===== config.mk =====
export PLATFORM = sky130hd
export DESIGN_NAME = mult8x8_seq_ctrl
export DESIGN_NICKNAME = d
export VERILOG_FILES = /design/src/rtl/mult8x8_seq_ctrl.sv
export SDC_FILE = /design/constraint.sdc
export NUM_CORES = 1
export LEC_CHECK = 0
export CAP_MARGIN = 30
export CORE_UTILIZATION = 35
export DETAILED_ROUTE_END_ITERATION = 16
export HOLD_SLACK_MARGIN = 0.05
export SLEW_MARGIN = 20
export SYNTH_ARGS = -nofsm -noshare
export SYNTH_HDL_FRONTEND = slang
export SYNTH_SLANG_ARGS = --single-unit

===== constraint.sdc =====
create_clock -name clk -period 6.3 [get_ports clk]
set_input_delay 1.575 -clock clk [delete_from_list [all_inputs] [get_ports clk]]
set_output_delay 1.575 -clock clk [all_outputs]
set_load 0.005 [all_outputs]

===== src/rtl/mult8x8_seq_ctrl.sv =====
// mult8x8_seq_ctrl: sequencer and accumulator for a nibble-serial 8x8 multiplier.
// Steps through the four nibble pairs (lo*lo, hi*lo, lo*hi, hi*hi). It drives the
// nibble-mux selects and the alignment shift, and accumulates the aligned 4x4
// partial products into a 16-bit registered product.
// Optional build macro MULT8X8_SIGNED_EN: the operands are two's complement. The
// block multiplies magnitudes and negates the sum on the S3 -> DONE edge.
module mult8x8_seq_ctrl #(
  parameter int DONE_HOLD = 0
) (
  input  logic        clk,
  input  logic        reset_a,
  input  logic        start,
  input  logic [7:0]  dataa,
  input  logic [7:0]  datab,
  output logic        sel_a,
  output logic        sel_b,
  output logic [1:0]  shift,
  output logic        busy,
  output logic        done_flag,
  output logic [15:0] product8x8_out
);

  typedef enum logic [2:0] {
    IDLE = 3'd0,
    S0   = 3'd1,
    S1   = 3'd2,
    S2   = 3'd3,
    S3   = 3'd4,
    DONE = 3'd5
  } state_t;

  state_t      state_reg, state_next;
  logic [7:0]  op_a_reg, op_b_reg;
  logic [15:0] acc_reg;
  logic        done_reg;

  logic        accept;
  logic [7:0]  load_a, load_b;
  logic [3:0]  nib_a, nib_b;
  logic [7:0]  pp;
  logic [15:0] pp_aligned;
  logic [15:0] sum;
  logic [15:0] final_sum;

  // A start is only honoured between operations; starts while busy are dropped.
  assign accept = start && ((state_reg == IDLE) || (state_reg == DONE));

`ifdef MULT8X8_SIGNED_EN
  logic sign_reg;

  // The magnitude of -128 is 0x80, which still fits the 8-bit unsigned datapath.
  assign load_a    = dataa[7] ? (~dataa + 8'd1) : dataa;
  assign load_b    = datab[7] ? (~datab + 8'd1) : datab;
  assign final_sum = sign_reg ? (~sum + 16'd1) : sum;

  // Result sign is captured alongside the magnitudes at the accept edge.
  always_ff @(posedge clk or negedge reset_a) begin
    if (!reset_a) begin
      sign_reg <= 1'b0;
    end else if (accept) begin
      sign_reg <= dataa[7] ^ datab[7];
    end
  end
`else
  assign load_a    = dataa;
  assign load_b    = datab;
  assign final_sum = sum;
`endif

  // Nibble muxes and the 4x4 multiplier, steered by the Moore select lines.
  assign nib_a = sel_a ? op_a_reg[7:4] : op_a_reg[3:0];
  assign nib_b = sel_b ? op_b_reg[7:4] : op_b_reg[3:0];
  assign pp    = nib_a * nib_b;

  // Zero-extend the partial product to 16 bits and align it by 0/4/8 bits.
  always_comb begin
    pp_aligned = {8'd0, pp};
    case (shift)
      2'd1:    pp_aligned = {4'd0, pp, 4'd0};
      2'd2:    pp_aligned = {pp, 8'd0};
      default: pp_aligned = {8'd0, pp};
    endcase
  end

  assign sum = acc_reg + pp_aligned;

  // Next-state logic and the Moore select/shift/busy outputs for each step.
  always_comb begin
    state_next = state_reg;
    sel_a      = 1'b0;
    sel_b      = 1'b0;
    shift      = 2'd0;
    busy       = 1'b0;
    case (state_reg)
      IDLE: if (start) state_next = S0;
      S0: begin
        busy = 1'b1;
        state_next = S1;
      end
      S1: begin
        sel_a = 1'b1; shift = 2'd1; busy = 1'b1;
        state_next = S2;
      end
      S2: begin
        sel_b = 1'b1; shift = 2'd1; busy = 1'b1;
        state_next = S3;
      end
      S3: begin
        sel_a = 1'b1; sel_b = 1'b1; shift = 2'd2; busy = 1'b1;
        state_next = DONE;
      end
      DONE: state_next = start ? S0 : IDLE;
      default: state_next = IDLE;
    endcase
  end

  // State, operand latches, accumulator and done flag.
  always_ff @(posedge clk or negedge reset_a) begin
    if (!reset_a) begin
      state_reg <= IDLE;
      op_a_reg  <= 8'd0;
      op_b_reg  <= 8'd0;
      acc_reg   <= 16'd0;
      done_reg  <= 1'b0;
    end else begin
      state_reg <= state_next;
      if (accept) begin
        op_a_reg <= load_a;
        op_b_reg <= load_b;
        acc_reg  <= 16'd0;
        done_reg <= 1'b0;
      end else begin
        case (state_reg)
          S0, S1, S2: acc_reg <= sum;
          S3: begin
            acc_reg  <= final_sum;
            done_reg <= 1'b1;
          end
          DONE: if (DONE_HOLD == 0) done_reg <= 1'b0;
          default: ;
        endcase
      end
    end
  end

  assign done_flag      = done_reg;
  assign product8x8_out = acc_reg;

endmodule


After elaboration in Yosys (flattened, before gate mapping)
Cells that the tools add are included.
{"block": "word_totals", "regBits": 36, "out_inout_bits": 22, "input_bits": 19}
{"block": "classes", "n_mux": 14, "n_reduce_logical": 9, "addsub": 1, "n_mul": 1, "eq_ne": 8}
{"op": "2-to-1 mux 16 bit", "n": 2}
{"op": "one-hot mux 16 bit (2 select lines)", "n": 1}
{"op": "one-hot mux 3 bit (6 select lines)", "n": 1}
{"op": "adder 16 bit", "n": 1}
{"op": "multiplier 4 x 4 -> 8 bit", "n": 1}
{"op": "2-to-1 mux 4 bit", "n": 2}
{"op": "equality test 3 x 2 -> 1 bit, second input constant", "n": 2}
{"op": "equality test 3 bit, second input constant", "n": 2}
{"op": "OR reduction 2 bit", "n": 3}
{"op": "2-to-1 mux 1 bit", "n": 5}
{"op": "one-hot mux 2 bit (2 select lines)", "n": 1}
{"op": "OR reduction 4 bit", "n": 1}
{"op": "equality test 3 x 1 -> 1 bit, second input constant", "n": 1}
{"op": "logical NOT 3 bit", "n": 1}
{"op": "2-to-1 mux 3 bit", "n": 1}
{"op": "nonzero test 3 bit", "n": 1}
{"op": "equality test 2 x 1 -> 1 bit, second input constant", "n": 1}
{"op": "equality test 2 bit, second input constant", "n": 1}
{"op": "!= test 2 bit, second input constant", "n": 1}
{"op": "one-hot mux 1 bit (2 select lines)", "n": 1}
{"op": "nonzero test 2 bit", "n": 1}
{"op": "logical AND 1 bit", "n": 1}
{"op": "logical OR 1 bit", "n": 1}

Depth between registers and ports, before layout
Gate-level depths: netlist of the first run.
{"block": "logic_depth", "ltp_word": 9, "depth_mapped": 25, "mapped_depth_nobuf": 22}

Least setup slack after synthesis of the first run
Ideal clock, no wire load.
{"block": "synth_timing", "path_kind": "register -> register", "from": "reg state_reg[0]", "to": "reg acc_reg[14], in the netlist product8x8_out[14]", "path_slack_ns": 0.864, "setup_ns": 0.134, "path_stages_with_launch": 24, "required_time_ns": 6.166, "t_arrival_ns": 5.302, "path_cell_list": "dfrtp_1 -> buf_2 -> or3b_1 -> buf_6 -> o21ai_4 -> mux2i_1 -> or2_2 -> fa_1 -> inv_1 -> fa_1 -> ha_1 -> a211oi_1 -> nor2_1 -> o21a_1 -> nor2_1 -> xor2_1 -> o22ai_1 -> ha_1 -> clkbuf_1 -> and4_1 -> or4b_2 -> nand2_1 -> xnor2_1 -> o21ai_0"}
{"block": "synth_via", "elab_chain_cells": 9, "word_cells_on_any_way": 25, "cone_classes": "add/sub: 1; mul: 1; eq/ne: 7; mux: 8; reduce/logical: 8"}
{"item": "start: declaration", "line": "32", "text": "state_t state_reg, state_next;"}
{"item": "start signal: assignment", "line": "126", "text": "state_reg <= state_next;"}
{"item": "equality test 3 bit or equality test 3 x 2 -> 1 bit (tied branches)", "line": "94", "text": "case (state_reg)"}
{"item": "OR reduction 2 bit (no source line) *"}
{"item": "2-to-1 mux 1 bit *", "line": "94"}
{"item": "net sel_b", "line": "16", "text": "output logic sel_b,"}
{"item": "2-to-1 mux 4 bit *", "line": "72", "text": "assign nib_b = sel_b ? op_b_reg[7:4] : op_b_reg[3:0];"}
{"item": "multiplier 4 x 4 -> 8 bit *", "line": "73", "text": "assign pp = nib_a * nib_b;"}
{"item": "one-hot mux 16 bit (2 select lines) *", "line": "78", "text": "case (shift)"}
{"item": "adder 16 bit *", "line": "85", "text": "assign sum = acc_reg + pp_aligned;"}
{"item": "2-to-1 mux 16 bit *", "line": "133", "text": "case (state_reg)"}
{"item": "2-to-1 mux 16 bit *", "line": "127", "text": "if (accept) begin"}
{"item": "end signal: assignment", "line": "134", "text": "S0, S1, S2: acc_reg <= sum;"}
{"item": "end signal: assignment", "line": "136", "text": "acc_reg <= final_sum;"}
{"item": "end: declaration", "line": "34", "text": "logic [15:0] acc_reg;"}
The timed path passes the listed nets; every way through them passes the cells marked *. The select of a mux whose other input is x is not followed.
A chain may end at the register's enable or synchronous reset.

Worst setup path in the final report of the first run
{"block": "layout_timing", "from": "reg state_reg[2]", "to": "reg acc_reg[13], in the netlist product8x8_out[13]"}
{"block": "layout_via", "elab_chain_cells": 9, "word_cells_on_any_way": 25, "cone_classes": "add/sub: 1; mul: 1; eq/ne: 7; mux: 8; reduce/logical: 8"}
{"item": "equality test 3 bit or equality test 3 x 2 -> 1 bit (tied branches)", "line": "94, 133"}
{"item": "OR reduction 2 bit (no source line)"}
{"item": "2-to-1 mux 1 bit", "line": "94"}
{"item": "2-to-1 mux 4 bit (on tied branches)", "line": "71, 72"}
{"item": "multiplier 4 x 4 -> 8 bit", "line": "73"}
{"item": "one-hot mux 16 bit (2 select lines)", "line": "78"}
{"item": "adder 16 bit", "line": "85"}
{"item": "2-to-1 mux 16 bit", "line": "133"}
{"item": "2-to-1 mux 16 bit", "line": "127"}
Parallel ways exist; a longest one is shown, timed or not. The select of a mux whose other input is x is not followed.

==> results.txt, run 1 <==
final hold vios -> 0
Skew-Pair Late Insertion Delay -> 300 ps
Post-CTS Resized -> 0
CTS tree -> built
Worst-Margin Slew -> 801 ps
clock sink count -> 36
# IOs -> 41
Overflow after GRT -> 0
Top FF cell, synth -> dfrtp_1
global-route wire length before repair -> 11400 um
run status -> completed
max-cap violation count -> 0
CTS Buffer Depth -> 2
Post-Syn Nets -> 395
Worst Setup End Kind -> flop
Mean Syn Cell Area -> 8.46 um^2
Vias/cell -> 5.17
Tmin final -> 5830 ps
H-tree Lvls -> 2
# Post-CTS Setup Buffers -> 0
HPWL Detailed -> 5000 um
Final Slew Violations -> 0
synthesis-stage register bit count -> 36
Crit Path Max Fanout -> 7
Min Hold Slack -> 479 ps
largest net degree at the start of global routing -> 37
pwr dens -> 569 nW/um^2
async set-reset flop share out of synthesis -> 100%
Die W -> 92.8 um
RSZ-0062 raised after global routing -> no
Area Growth Syn to Fin -> 19.9%
max reg flops -> 16
Setup CP Type -> flop to flop
Core Box Area -> 7850 um^2
drt initial violations -> 61
GP Congestion -> 0.833
Routed WL -> 6390 um
Fmax -> 172 MHz
initial antenna violation count -> 0
Final period util -> 92.5%
max_slew headroom -> 46.6%
clock root buffer -> clkbuf_8
Min-Delay Path Class -> flop to flop
die area -> 8610 um^2
most common cell after layout, fill and taps aside -> nand2_1
Num CTS Buffers -> 5
DRT Pass-1 Iters -> 4
Post-Synthesis Cells -> 341
startpoint types -> flop
Lkg Pwr -> 1.62 nW
die height -> 92.8 um
Antenna Nets Post-Route -> 0
synth unique cells -> 53
setup violators final -> 0
Buffers on Ports -> 40
YS warnings -> 0
drt drc -> 0
Max VDD drop -> 0.222 mV
Setup TNS -> 0 ps
clock skew -> 6.53 ps
hold buffer count at cts -> 0
sequential-to-total area share from yosys stat -> 31.2%
number of placement rows -> 32
EDFF count, synth -> 0
nets@finish -> 428
worst path required time -> 6540 ps
Total GRT Usage -> 16.6%
ant diodes -> 0
most frequent cells in the layout -> nand2_1, clkdlybuf4s50_1, dfrtp_1
Worst EP arrival -> 6060 ps
mapped cell area -> 2890 um^2
clock slew at reported path FFs -> 80 ps
Vias -> 2464
Initial Utilization -> 36.8%
fraction of layout cells with a size suffix above 1 -> 5.60%
Routed WL per cell -> 13.4 um
vias in the first global route -> 2490
-- worst max-delay path, cell delays in order, from the launching register on --
cell and delay, ps:
dfrtp_1 440, nand2b_1 300, a21oi_2 410, mux2i_1 280
or2_2 360, fa_1 530, inv_1 50, fa_1 490
ha_1 330, a211oi_1 220, nor2_1 100, o21a_1 170
nor2_1 120, xor2_1 210, o21ai_0 110, ha_1 380
and3_1 200, a31oi_1 340, o21ai_0 210, a2111o_1 440
nand3_1 70
-- cells by family after synthesis --
logic type	count (synthesis)	share of synthesized area (%)
and+or+nand+nor	139	22.3
AOI/OAI and AO/OA	76	17.0
DFF	36	31.2
adders and majority gates	35	16.5
buffers and inverters	28	4.21
xor gates and xnor gates	16	4.86
muxes	11	3.86
-- power breakdown --
group          internal, mW  leakage (nW)  switching (mW)
combinational         0.570          1.11           0.783
clock                 0.118        0.0552          0.0901
sequential            0.332         0.461          0.0744
total                  1.02          1.62           0.948
-- path summary, 6_finish.rpt --
path,endpoint,cells after the start,slack (ps),from
max reg2reg,product8x8_out[13]$_DFFE_PN0P_,20,470,state_reg[2]$_DFFE_PN0P_
min reg2reg,op_a_reg[0]$_DFFE_PN0P_,2,480,op_a_reg[0]$_DFFE_PN0P_
min,op_a_reg[0]$_DFFE_PN0P_,2,480,op_a_reg[0]$_DFFE_PN0P_
min in group asynchronous,product8x8_out[5]$_DFFE_PN0P_,1,1360,reset_a
max,product8x8_out[13]$_DFFE_PN0P_,20,470,state_reg[2]$_DFFE_PN0P_
max in group asynchronous,op_a_reg[5]$_DFFE_PN0P_,1,4430,reset_a
-- synth_stat cells (3+ instances only) --
cell / n / area share [%]
xnor2_1: 8 / 2.4
or2_2: 3 / 0.65
nand3b_1: 3 / 0.78
dfrtp_1: 36 / 31
clkbuf_1: 12 / 1.6
a21o_1: 7 / 1.8
nor2_1: 23 / 3.0
a21oi_1: 17 / 2.9
o21ai_0: 25 / 4.3
nand2_1: 66 / 8.6
nand3_1: 21 / 3.6
a31oi_1: 3 / 0.65
fa_1: 5 / 3.5
nor3_1: 4 / 0.69
o32ai_1: 3 / 0.91
xor2_1: 8 / 2.4
inv_1: 11 / 1.4
mux2i_1: 10 / 3.5
ha_1: 30 / 13
a211oi_1: 3 / 0.78
-- metrics by stage --
stage               instances  cell area (um^2)  util (%)  power (mW)  setup WS (ps)
global route              477              3460      44.1        2.19            114
CTS                       477              3460      44.1        1.99            494
global placement          469              3350      42.7        1.74            660
floorplan                 341              2890         -        1.40            864
finish                    477              3460      44.1        1.97            474
detailed placement        469              3350      42.7        1.77            537
-- metal layers --
metal	track usage [%]	share of wire, %	wire [um]	vias up
met1	20.5	47	2990	1146
met3	3.12	4.0	258	7
met5	0	0	0	-
li1	-	-	-	1259
met4	4.23	1.4	89	0
met2	29.5	48	3050	52
-- area by class of cell --
cell class	instances	area [um^2]
clock buffers	6	72.6
clock inverters	2	35.0
fillers	820	4390
inverters	12	50.0
multi-input cells	277	1860
flip-flops and latches	36	901
well taps	102	128
repair buffers	42	410
(Power assumes the default switching activity.)
==> run 2, diff against run 1 <==
Settings changed: CORE_MARGIN set to 10.
==> run 2 against run 1 <==
Effect of this change: clock-buffer cell count decreased by 1; worst setup slack improved by 54 ps; final area increased by 0.22%; register-to-register slack improved by 50 ps; highest routed layer unchanged.
==> results.txt, run 2 (same netlist as run 1, synthesis figures left out) <==
run status -> completed
Total GRT Usage -> 11.0% (-5.6 points)
ant diodes -> 0 (unchanged)
Lkg Pwr -> 1.62 nW (about the same)
pwr dens -> 568 nW/um^2 (-0.19%)
net switching power -> 948 uW (about the same)
nets@finish -> 428 (unchanged)
Max stage delay on crit path -> 550 ps (+20 ps)
combinational share of power -> 68.8% (about the same)
Pint -> 1.02 mW (about the same)
Filler cells -> 812 (-0.98%)
clock sink count -> 36 (unchanged)
Routed WL per cell -> 14.2 um (+6.1%)
Max VDD drop -> 0.219 mV (-1.3%)
Worst-Margin Slew -> 808 ps (+7.30 ps)
Tmin final -> 5770 ps (-54.4 ps)
Num CTS Buffers -> 5 (unchanged)
Initial Utilization -> 35.5% (-1.3 points)
Core Box Area -> 8130 um^2 (+3.7%)
setup violators final -> 0 (unchanged)
global-route wire length before repair -> 11600 um (+1.5%)
max reg flops -> 16 (unchanged)
CP max stage cell -> fa_1
# IOs -> 41 (unchanged)
Area Growth Syn to Fin -> 20.2%
worst path required time -> 6520 ps (-20 ps)
CTS tree -> built
clock slew at reported path FFs -> 80 ps (about the same)
die area -> 12300 um^2 (+43%)
CTS Buffer Depth -> 2 (unchanged)
GR Util met2 -> 18.4% (-11 points)
Skew-Pair Late Insertion Delay -> 290 ps (about the same)
vias in the first global route -> 2483 (-0.28%)
most frequent cells in the layout -> nand2_1, clkdlybuf4s50_1, dfrtp_1
Fmax -> 173 MHz (+0.94%)
H-tree Lvls -> 2 (unchanged)
Crit path max-delay family -> adder cells
DRT Pass-1 Iters -> 4 (unchanged)
Routed WL -> 6820 um (+6.8%)
setup ws final -> 528 ps (+54.4 ps)
number of placement rows -> 33 (+3.1%)
Vias -> 2433 (-1.3%)
initial antenna violation count -> 0 (unchanged)
Antenna Nets Post-Route -> 0 (unchanged)
clock group share of total power -> 10.7% (about the same)
hold buffer count at cts -> 0 (unchanged)
most used routing layer -> met2
clock root buffer -> clkbuf_8
die height -> 111 um (+19%)
Overflow after GRT -> 0 (unchanged)
Worst Setup End Kind -> flop
Seq pwr share -> 20.6% (about the same)
Die W -> 111 um (+19%)
Bufs and invs on worst path -> 2 (+1)
max-cap violation count -> 0 (unchanged)
largest net degree at the start of global routing -> 37 (unchanged)
met1 usage -> 13.1% (-7.4 points)
Min-Delay Path Class -> flop to flop
startpoint types -> flop
drt drc -> 0 (unchanged)
Sw Ratio -> 48.2% (about the same)
max_slew headroom -> 46.1% (-0.49 points)
Worst EP arrival -> 5990 ps (-70 ps)
GP Congestion -> 0.886 (+6.4%)
final hold vios -> 0 (unchanged)
HPWL Detailed -> 5310 um (+6.4%)
RSZ-0062 raised after global routing -> no
Final period util -> 91.6% (-0.86 points)
met3 Usage GRT -> 3.25% (+0.13 points)
Buffers on Ports -> 40 (unchanged)
CP Cell Sequence -> nand2b_1, a21oi_2, mux2i_1, or2_2, fa_1, inv_1, fa_1, inv_1, fa_1, xor2_1, o32ai_1, ha_1, o211ai_1, o21ai_1, a31oi_1, o21ai_0, mux2i_1, mux2i_1
Setup TNS -> 0 ps (unchanged)
fraction of layout cells with a size suffix above 1 -> 5.87% (+0.27 points)
Setup CP Type -> flop to flop
most common cell after layout, fill and taps aside -> nand2_1
Final Slew Violations -> 0 (unchanged)
drt initial violations -> 65 (+6.6%)
Vias/cell -> 5.07 (-1.9%)
clock skew -> 2.33 ps (-4.20 ps)
pre-CTS WS -> 359 ps (-178 ps)
Crit Path Max Fanout -> 7 (unchanged)
run 2: power groups by stage:
stage                     clock network, mW  logic (mW)  registers [mW]
after floorplan                           0        1.01           0.390
after global placement                    0        1.34           0.409
after detailed placement                  0        1.36           0.412
after CTS                             0.214        1.37           0.407
after global routing                  0.223        1.54           0.422
final                                 0.210        1.35           0.405
run 2: layout make-up:
class                      instances  area (um^2)  share of cell area [%]
sequential                        36          901                    26.0
multi-input combinational        277         1860                    53.7
tap                              105          131                    3.79
clock buffer                       5         68.8                    1.98
clock inverter                     3         42.5                    1.23
inverter                          12         50.0                    1.44
timing repair buffer              42          410                    11.8
run 2: through the flow:
stage | area, um^2 | cells | util, % | total power [mW] | hold WS [ps]
6_report | 3470 | 480 | 42.6 | 1.97 | 481
3_3_place_gp | 3360 | 472 | 41.3 | 1.75 | 461
3_5_place_dp | 3360 | 472 | 41.3 | 1.77 | 463
5_1_grt | 3470 | 480 | 42.6 | 2.18 | 510
2_1_floorplan | 2890 | 341 | - | 1.40 | 445
4_1_cts | 3470 | 480 | 42.6 | 1.99 | 483
run 2: worst min-delay path, delay by kind of cell, from the launching register on:
kind / cells / cell delay [ps]
flops: 1 / 350
simple gates: 2 / 100
run 2: worst paths after layout:
check                                    startpoint                              to  slack [ps]  depth (start not counted)
setup / recovery           state_reg[2]$_DFFE_PN0P_  product8x8_out[15]$_DFFE_PN0P_         530                         18
hold / removal              op_a_reg[5]$_DFFE_PN0P_         op_a_reg[5]$_DFFE_PN0P_         480                          2
setup reg to reg           state_reg[2]$_DFFE_PN0P_  product8x8_out[15]$_DFFE_PN0P_         530                         18
hold reg to reg             op_a_reg[5]$_DFFE_PN0P_         op_a_reg[5]$_DFFE_PN0P_         480                          2
max in group asynchronous                   reset_a  product8x8_out[12]$_DFFE_PN0P_        4420                          1
min in group asynchronous                   reset_a  product8x8_out[11]$_DFFE_PN0P_        1370                          1
run 2: repair_timing:
| action | in CTS | in global routing |
|---|---|---|
| gates resized for setup | 0 | 1 |
| setup buffers | 0 | 0 |
| endpoints found under the setup margin | 0 | 1 |
run 2: routing by layer:
layer	vias up	routed length, um
met2	49	3180
met4	0	80
li1	1255	-
met3	6	334
met5	-	0
met1	1123	3220
